--- config.mk ---
export PLATFORM = sky130hd
export DESIGN_NAME = affine_seq
export DESIGN_NICKNAME = d
export VERILOG_FILES = /design/src/rtl/affine_seq.sv
export SDC_FILE = /design/constraint.sdc
export NUM_CORES = 1
export LEC_CHECK = 0
export ABC_AREA = 1
export BUFFER_PORTS_ARGS = -buffer_cell sky130_fd_sc_hd__buf_2
export CAP_MARGIN = 15
export CORE_ASPECT_RATIO = 1.1
export CORE_MARGIN = 2
export CORE_UTILIZATION = 30
export DETAILED_ROUTE_END_ITERATION = 6
export SYNTH_ARGS = -nofsm -noshare
export SYNTH_HDL_FRONTEND = slang
export SYNTH_SLANG_ARGS = --single-unit
--- constraint.sdc ---
create_clock -name clock -period 1.8 [get_ports clock]
set_input_delay 0.36 -clock clock [delete_from_list [all_inputs] [get_ports clock]]
set_output_delay 0.36 -clock clock [all_outputs]
set_load 0.005 [all_outputs]
--- src/rtl/affine_seq.sv ---
// Sequencer for the DDR affine ALU: issues one lane per clock phase, captures
// the lane results into accumulators and returns the result pair on a stream.
module affine_seq #(
  parameter int N = 8
) (
  input  logic         clock,
  input  logic         reset,
  input  logic         in_valid,
  output logic         in_ready,
  input  logic [N-1:0] in_a,
  input  logic [N-1:0] in_b,
  input  logic [N-1:0] in_c,
  input  logic [N-1:0] in_d,
  input  logic [1:0]   in_mode,
  input  logic         in_last,
  output logic         out_valid,
  input  logic         out_ready,
  output logic [N-1:0] out_r1,
  output logic [N-1:0] out_r2,
  output logic [N-1:0] alu_a,
  output logic [N-1:0] alu_b,
  output logic [N-1:0] alu_c,
  output logic [N-1:0] alu_d,
  output logic [N-1:0] alu_acc1,
  output logic [N-1:0] alu_acc2,
  output logic [1:0]   alu_mul_a_sel,
  output logic [1:0]   alu_add_b_sel,
  output logic         alu_clock_pol,
  input  logic [N-1:0] alu_r
);

  typedef enum logic [1:0] {
    S_IDLE = 2'd0,
    S_PH1  = 2'd1,
    S_PH2  = 2'd2,
    S_OUT  = 2'd3
  } state_t;

  localparam logic [1:0] MODE_MUL = 2'b00;
  localparam logic [1:0] MODE_ADD = 2'b01;
  localparam logic [1:0] MODE_MAC = 2'b10;

  state_t      state_q, state_d;
  logic [N-1:0] a_q, a_d, b_q, b_d, c_q, c_d, d_q, d_d;
  logic [N-1:0] acc1_q, acc1_d, acc2_q, acc2_d;
  logic [N-1:0] r1_q, r1_d, r2_q, r2_d;
  logic [1:0]   mode_q, mode_d;
  logic         last_q, last_d;
  logic         open_q, open_d;
  logic         pol_q, pol_d;

  always_ff @(posedge clock) begin
    if (reset) begin
      state_q <= S_IDLE;
      a_q     <= '0;
      b_q     <= '0;
      c_q     <= '0;
      d_q     <= '0;
      acc1_q  <= '0;
      acc2_q  <= '0;
      r1_q    <= '0;
      r2_q    <= '0;
      mode_q  <= MODE_MUL;
      last_q  <= 1'b0;
      open_q  <= 1'b0;
      pol_q   <= 1'b0;
    end else begin
      state_q <= state_d;
      a_q     <= a_d;
      b_q     <= b_d;
      c_q     <= c_d;
      d_q     <= d_d;
      acc1_q  <= acc1_d;
      acc2_q  <= acc2_d;
      r1_q    <= r1_d;
      r2_q    <= r2_d;
      mode_q  <= mode_d;
      last_q  <= last_d;
      open_q  <= open_d;
      pol_q   <= pol_d;
    end
  end

  always_comb begin
    state_d = state_q;
    a_d     = a_q;
    b_d     = b_q;
    c_d     = c_q;
    d_d     = d_q;
    acc1_d  = acc1_q;
    acc2_d  = acc2_q;
    r1_d    = r1_q;
    r2_d    = r2_q;
    mode_d  = mode_q;
    last_d  = last_q;
    open_d  = open_q;

    case (state_q)
      S_IDLE: begin
        if (in_valid) begin
          a_d    = in_a;
          b_d    = in_b;
          c_d    = in_c;
          d_d    = in_d;
          last_d = in_last;
          // An open MAC group keeps its mode; the reserved code behaves as ADD.
          if (!open_q) begin
            mode_d = (in_mode == 2'b11) ? MODE_ADD : in_mode;
          end
          state_d = S_PH1;
        end
      end
      S_PH1: begin
        acc1_d  = alu_r;
        state_d = S_PH2;
      end
      S_PH2: begin
        acc2_d = alu_r;
        if (mode_q == MODE_MAC && !last_q) begin
          open_d  = 1'b1;
          state_d = S_IDLE;
        end else begin
          r1_d    = acc1_q;
          r2_d    = alu_r;
          state_d = S_OUT;
        end
      end
      S_OUT: begin
        if (out_ready) begin
          acc1_d  = '0;
          acc2_d  = '0;
          open_d  = 1'b0;
          state_d = S_IDLE;
        end
      end
      default: state_d = S_IDLE;
    endcase

    pol_d = (state_d == S_PH1);
  end

  always_comb begin
    case (mode_q)
      MODE_MAC: alu_add_b_sel = 2'b00;
      MODE_ADD: alu_add_b_sel = 2'b10;
      default:  alu_add_b_sel = 2'b01;
    endcase
  end

  assign in_ready      = (state_q == S_IDLE);
  assign out_valid     = (state_q == S_OUT);
  assign out_r1        = r1_q;
  assign out_r2        = r2_q;
  assign alu_a         = a_q;
  assign alu_b         = b_q;
  assign alu_c         = c_q;
  assign alu_d         = d_q;
  assign alu_acc1      = acc1_q;
  assign alu_acc2      = acc2_q;
  assign alu_mul_a_sel = 2'b00;
  assign alu_clock_pol = pol_q;

endmodule

# Word level (Yosys, flattened, before mapping)
# Index checks and enable logic that the tools add are counted.
# Widths: inputs -> output; s select.
[classes]
n_mux = 12
bitwise = 2
n_reduce_logical = 11
eq_ne = 9
[op_table]
columns = ["operator", "count"]
rows = [
  ["$pmux 8 s2", 2],
  ["$eq 2x2->1 const B", 4],
  ["$mux 2", 4],
  ["$mux 8", 1],
  ["$pmux 2 s4", 1],
  ["$reduce_and 2->1", 4],
  ["$eq 2x1->1 const B", 3],
  ["$reduce_and 3->1", 2],
  ["$pmux 2 s2", 1],
  ["$reduce_bool 2->1", 2],
  ["$logic_not 2->1", 1],
  ["$mux 1", 2],
  ["$ne 2x1->1 const B", 1],
  ["$ne 2x2->1 const B", 1],
  ["$not 1->1", 2],
  ["$pmux 1 s2", 1],
  ["$logic_and 1x1->1", 1],
  ["$logic_not 1->1", 1],
]
[totals]
ff_bits = 71
output_inout_bits = 71
in_bits = 47
word_cells = 47

# Depth between registers and ports, before layout
# Gate-level depths: netlist of the first run.
[logic_depth]
depth_word = 5
mapped_depth = 8
depth_no_buf = 7

# Worst setup path after synthesis of the first run
# No wires, ideal clock.
[synth_timing]
path_type = "flip-flop to flip-flop"
start = "register mode_q[0]"
end = "register r1_q[0], in the netlist out_r1[0]"
setup_time_ps = 113
n_path_buf = 1
setup_slack_ps = 584
required_time_ps = 1687
period_less_slack_ps = 1216
arrival_time_ps = 1103
path_stages_with_launch = 8
cell_sequence = "dfxtp_1 -> inv_1 -> ha_1 -> nand2_1 -> buf_2 -> nand3b_1 -> nand2_1 -> nor2_1"
[synth_between]
elab_chain_cells = 4
[synth_lines]
columns = ["element", "line", "source"]
rows = [
  ["from (decl)", "47", "logic [1:0] mode_q, mode_d;"],
  ["from (signal assigned)", "77", "mode_q <= mode_d;"],
  ["$eq 2x2->1", "119", "if (mode_q == MODE_MAC && !last_q) begin"],
  ["$logic_and 1x1->1", "119", ""],
  ["$not 1->1 (no line)", "-", ""],
  ["$reduce_and 2->1 (no line)", "-", ""],
  ["to (signal assigned)", "75", "r1_q <= r1_d;"],
  ["to (decl)", "46", "logic [N-1:0] r1_q, r1_d, r2_q, r2_d;"],
]
# No other way between the ends.
# A chain may end at the register's enable or synchronous reset.

# Worst setup path in the final report of the first run
[layout_timing]
start = "register state_q[0]"
end = "output port out_valid"
[layout_between]
elab_chain_cells = 1
[layout_lines]
columns = ["element", "line", "source"]
rows = [
  ["from (decl)", "43", "state_t state_q, state_d;"],
  ["from (signal assigned)", "68", "state_q <= state_d;"],
  ["$eq 2x2->1", "151", "assign out_valid = (state_q == S_OUT);"],
  ["to (decl)", "16", "output logic out_valid,"],
]
# No other way between the ends.

==> flow_metrics.py, run 1 <==
metrics = {
    "setup_path": {
        "critPathTopFamily": "flip-flops",
        "cp_num_cells": 3,
        "worstPathBufferInverterCount": 2,
        "worstPathCellList": "nand2_1, inv_1, buf_2",
        "slowest_delay_ps": 630,
        "cp_max_fo": 9,
        "startpoint_type": "register",
        "crit_required_ps": 1440,
        "worst-r2r-cell-count": 6,
        "critPathKind": "reg -> out",
        "worstPathArrival_ps": 1270,
        "crit_path_end_kind": "output pin",
        "crit_slowest_cell": "dfxtp_1",
    },
    "grt": {
        "grt_pass1_wl_mm": 11.5,
        "grt-ovfl-total": 0,
        "grt.total_usage_pct": 14.7,
        "grt_max_degree": 36,
        "antenna_found_initial": 1,
        "grt_pass1_vias": 2464,
    },
    "clock_tree": {
        "clkSinkCount": 71,
        "ctsHoldBuffers": 0,
        "htree_levels": 3,
        "numCtsBuffers": 9,
        "postCtsResizedCells": 0,
        "clkLatencyLatePin_ps": 330,
        "clkTransAtPathRegs_ps": 70,
        "root_buffer": "clkbuf_8",
        "cts_setup_buffers": 0,
        "cts.path.max_buffers": 2,
        "cts_tree": "done",
    },
    "floorplan": {
        "dieArea_um2": 10100,
        "core_um2": 8960,
        "rows": 36,
        "io_pins": 118,
        "initial_utilization_pct": 31.1,
        "die_x_um": 95.9,
        "die_y_um": 105,
    },
    "timing": {
        "setup_viol_count_final": 0,
        "rsz0062_at_grt": "no",
        "fin_crit_ps": 1630,
        "setup_tns_ps": 0,
        "fin_skew_ps": 3.79,
        "hold_viol": 0,
        "slew_headroom_pct": 62.7,
        "worstMarginPinSlew_ps": 559,
        "report.final.slew_viol_count": 0,
        "clock.fmax_ghz": 0.615,
        "timing.final.crit_share_pct": 90.3,
    },
    "layout": {
        "area_delta_synth_final_pct": 27.5,
        "drive_gt1_share_pct": 30.3,
        "finish.utilization_pct": 39.7,
        "layout.nets": 512,
        "fin_area_um2": 3560,
        "antenna_cells": 0,
    },
    "synth": {
        "synthAdderAreaFrac_pct": 0.897,
        "syn_avg_cell_area_um2": 7.92,
        "yosysWarnings": 0,
        "synth_top_family_by_area": "simple AND/OR/NAND/NOR gates",
        "muxShareOfSynthArea_pct": 0,
        "synth_seq_cells": 71,
        "seq_area_frac_synth_pct": 51.0,
        "synth_xor_area_share_pct": 0,
        "synth_cell_types": 22,
        "synth_compound_area_share_pct": 9.51,
        "synth_simple_gate_area_share_pct": 30.4,
        "synthCells": 352,
        "syn_area_um2": 2790,
    },
    "place": {
        "dp_hpwl_mm": 5.04,
        "gp_congestion": 0.734,
        "io_buffers": 115,
        "place_area_um2": 3390,
    },
    "power": {
        "powerDensity_nw_per_um2": 1020,
        "max-vdd-ir-drop_mv": 0.383,
        "leakage_nw": 1.71,
    },
    "detailed_routing": {
        "via_per_inst": 4.46,
        "ant_nets": 0,
        "drt_wl_total_mm": 7.04,
        "wl_per_cell_um": 12.1,
        "drt-pass1-iter-count": 4,
        "first_iter_violations": 93,
        "drc": 0,
        "vias": 2584,
    },
    "status": {
        "status": "complete, no violations",
    },
    "job": {
        "cap_violations": 0,
    },
    "worst_hold_path": {
        "whs_path_depth": 3,
        "min-delay-path-class": "in -> reg",
    },
}
-- metrics by stage --
| stage | std cells | worst slack (ps) | hold slack (ps) | power, W |
|---|---|---|---|---|
| floorplan | 353 | 584 | 444 | 0.00232 |
| global placement | 566 | 376 | 457 | 0.00256 |
| detailed placement | 566 | 352 | 467 | 0.00258 |
| CTS | 580 | 128 | 239 | 0.00370 |
| global route | 580 | 46.9 | 254 | 0.00390 |
| finish | 580 | 174 | 258 | 0.00363 |
-- Yosys cell counts, drive strengths merged --
cell type	count	area (µm²)
dfxtp	71	1420
nand3b	16	120
ha	2	25.0
inv	13	48.8
conb	1	3.75
buf	17	153
nand2	47	194
o21ai	33	165
a21oi	20	100
nand3	21	105
nor2	106	429
clkinv	1	8.76
clkbuf	4	15.0
-- state kept, by name, summed over array words and instances, names as in the netlist --
name and count:
alu_d 8, out_r1 8, state_q 2, out_r2 8, alu_a 8, open_q 1, alu_acc1 8, alu_acc2 8
alu_b 8, last_q 1, alu_c 8, alu_clock_pol 1, mode_q 2
-- tightest hold or removal path, cell delays in order --
cell and delay (ps):
buf_2 70, o21ai_1 50, nor2_1 70
-- cell families (layout without fill, tap and decap cells) --
family | after synthesis | after routing
simple gates | 190 | 190
flops | 71 | 71
fa+ha+maj | 2 | 2
buf+inv | 35 | 148
other cells | 1 | 2
compound gates | 53 | 53
-- report_power, final --
group	total, W	internal (W)	switching [W]
clock	0.00111	0.000560	0.000545
sequential	0.00183	0.00173	0.0000984
combinational	0.000699	0.000304	0.000395
-- routing by layer --
layer	part of all wire (%)	GRT usage, %	wire, µm	vias up
met3	10	7.43	737	5
met1	44	17.4	3120	1141
met2	45	23.2	3140	100
met5	0	0	0	-
li1	-	-	-	1338
met4	0.60	3.98	42	0
-- cells in the final DEF, fill, tap and decap left out, types with 2 or more instances in the layout --
master	synthesis	routed
nor2_4	2	2
nand3_1	21	21
dfxtp_1	71	71
a21oi_1	20	20
buf_2	2	115
conb_1	1	2
buf_4	3	4
nor2_1	103	103
clkbuf_1	4	2
o21ai_1	8	8
ha_1	2	2
o21ai_0	25	25
inv_2	2	2
inv_1	11	11
nand2_1	44	44
nand3b_1	16	16
nand2_4	2	2
clkbuf_8	0	11
-- worst paths after layout --
path                    from         end  slack, ps
hold reg to reg    out_r2[2]   out_r2[2]        480
hold / removal       in_d[5]    alu_d[5]        260
setup / recovery  state_q[0]   out_valid        170
setup reg to reg  state_q[0]  state_q[0]        360
-- area by class of cell --
class,instances,area [µm²]
clock buffers,13,159
repair buffers,120,626
clock inverters,1,5.00
fillers,918,5410
well taps,114,143
flip-flops and latches,71,1420
inverters,14,57.6
multi-input cells,247,1150
(Power assumes the default switching activity.)
==> inputs of run 2 (changes only) <==
--- a/config.mk
+++ b/config.mk
@@ -13,2 +13,3 @@
 export CORE_UTILIZATION = 30
+export CTS_CLUSTER_SIZE = 20
 export DETAILED_ROUTE_END_ITERATION = 6
==> constraint.sdc (replaced) <==
create_clock -name clock -period 1.8 [get_ports clock]
set_input_delay 0.18 -clock clock [delete_from_list [all_inputs] [get_ports clock]]
set_output_delay 0.18 -clock clock [all_outputs]
set_load 0.005 [all_outputs]
==> run 2 against run 1 <==
Combinational power shrank 2%; non-clock buffer count shrank 1; core utilization grew 0.27 points; count of clock-buffer cells in the layout shrank 2; maximum frequency grew 5.8%; register-to-register slack lost 96 ps; die area is the same; highest routed layer unchanged; sequential share of layout area shrank 0.27 points.
==> flow_metrics.py, run 2 (synthesis gave the netlist of run 1 again) <==
metrics = {
    "timing": {
        "rsz0062_at_grt": "no",
        "setup_tns_ps": 0,
        "slew_headroom_pct": 62.8,
        "fin_crit_ps": 1540,
        "report.final.slew_viol_count": 0,
        "fin_ws_ps": 264,
        "fin_skew_ps": 5.69,
        "hold_viol": 0,
        "clock.fmax_ghz": 0.651,
        "worstMarginPinSlew_ps": 556,
        "timing.final.crit_share_pct": 85.3,
        "setup_viol_count_final": 0,
    },
    "clock_tree": {
        "clkLatencyLatePin_ps": 340,
        "htree_levels": 3,
        "cts.path.max_buffers": 2,
        "root_buffer": "clkbuf_8",
        "postCtsResizedCells": 0,
        "clkSinkCount": 71,
        "numCtsBuffers": 9,
        "cts_setup_buffers": 0,
        "clkTransAtPathRegs_ps": 80,
        "cts_tree": "done",
        "ctsHoldBuffers": 0,
    },
    "setup_path": {
        "worstPathArrival_ps": 1800,
        "crit_path_end_kind": "register",
        "startpoint": "state_q[1]",
        "crit_required_ps": 2070,
        "cp-endpoint": "state_q[1]",
        "startpoint_type": "register",
        "worst-r2r-cell-count": 4,
        "critPathKind": "reg -> reg",
        "r2r_start": "state_q[1]",
        "cp_max_fo": 26,
        "timing.rr.end": "state_q[1]",
        "rrSetupSlack_ps": 260,
    },
    "detailed_routing": {
        "ant_nets": 0,
        "drt_wl_total_mm": 6.93,
        "drc": 0,
        "first_iter_violations": 53,
        "via_per_inst": 4.43,
        "wl_per_cell_um": 11.9,
        "vias": 2572,
        "drt-pass1-iter-count": 4,
    },
    "place": {
        "place_area_um2": 3370,
        "io_buffers": 115,
        "dp_hpwl_mm": 5.04,
        "pre_cts_ws_ps": 268,
        "gp_congestion": 0.684,
    },
    "power": {
        "powerDensity_nw_per_um2": 1070,
        "max-vdd-ir-drop_mv": 0.405,
        "leakage_nw": 1.72,
    },
    "grt": {
        "antenna_found_initial": 0,
        "grt_pass1_vias": 2379,
        "grt-ovfl-total": 0,
        "grt_max_degree": 34,
        "grt.total_usage_pct": 14.1,
        "grt_pass1_wl_mm": 11.1,
    },
    "layout": {
        "final_common_cell": "buf_2",
        "area_delta_synth_final_pct": 28.4,
        "antenna_cells": 0,
        "layout_common_cells": "115 x buf_2, 103 x nor2_1, 71 x dfxtp_1",
        "layout.nets": 511,
        "fin_area_um2": 3580,
        "drive_gt1_share_pct": 30.8,
    },
    "floorplan": {
        "die_y_um": 105,
        "core_um2": 8960,
        "dieArea_um2": 10100,
        "die_x_um": 95.9,
        "io_pins": 118,
        "initial_utilization_pct": 31.1,
        "rows": 36,
    },
    "worst_hold_path": {
        "whs_path_depth": 3,
        "min-delay-path-class": "in -> reg",
        "min-delay-start": "in_b[0]",
    },
    "status": {
        "status": "complete, no violations",
    },
    "job": {
        "cap_violations": 0,
    },
}
-- run 2: worst min path at each step --
| stage | endpoint | slack (ps) |
|---|---|---|
| after CTS | alu_b[0] | 60 |
| final | alu_b[0] | 70 |
| after global placement | alu_d[5] | 410 |
| after detailed placement | alu_b[0] | 420 |
| after floorplan | alu_b[0] | 330 |
| after global routing | alu_c[1] | 80 |
-- run 2: power by group --
group	switching [W]	leakage, nW	internal [W]	total, W
clock	0.000598	0.105	0.000713	0.00131
combinational	0.000390	1.04	0.000295	0.000685
sequential	0.0000980	0.583	0.00173	0.00183
total	0.00109	1.72	0.00274	0.00382
-- run 2: per-layer routing --
| metal | part of all wire, % | vias up | GRT usage, % |
|---|---|---|---|
| li1 | - | 1337 | - |
| met1 | 44 | 1116 | 16.9 |
| met2 | 44 | 109 | 22.7 |
| met3 | 9.6 | 10 | 4.97 |
| met4 | 1.7 | 0 | 5.82 |
| met5 | 0 | - | 0 |
-- run 2: final cells by class --
cell class	count	area [µm²]
clock inverters	5	56.3
clock buffers	11	151
flip-flops and latches	71	1420
multi-input cells	247	1150
fillers	978	5380
repair buffers	119	606
well taps	114	143
inverters	14	57.6
-- run 2: through the flow --
stage / hold slack (ps) / utilization [%] / instances / power (W)
after global routing: 83.1 / 39.9 / 581 / 0.00406
after floorplan: 326 / - / 353 / 0.00232
after global placement: 413 / 37.6 / 565 / 0.00255
final: 75.0 / 39.9 / 581 / 0.00382
after detailed placement: 423 / 37.6 / 565 / 0.00256
after CTS: 57.8 / 39.9 / 581 / 0.00388
-- run 2: worst max-delay path, stage by stage, from the launching register on --
cell	delay [ps]
dfxtp_1	580
inv_2	110
nor2_4	450
nand2_1	140
a21oi_1	180
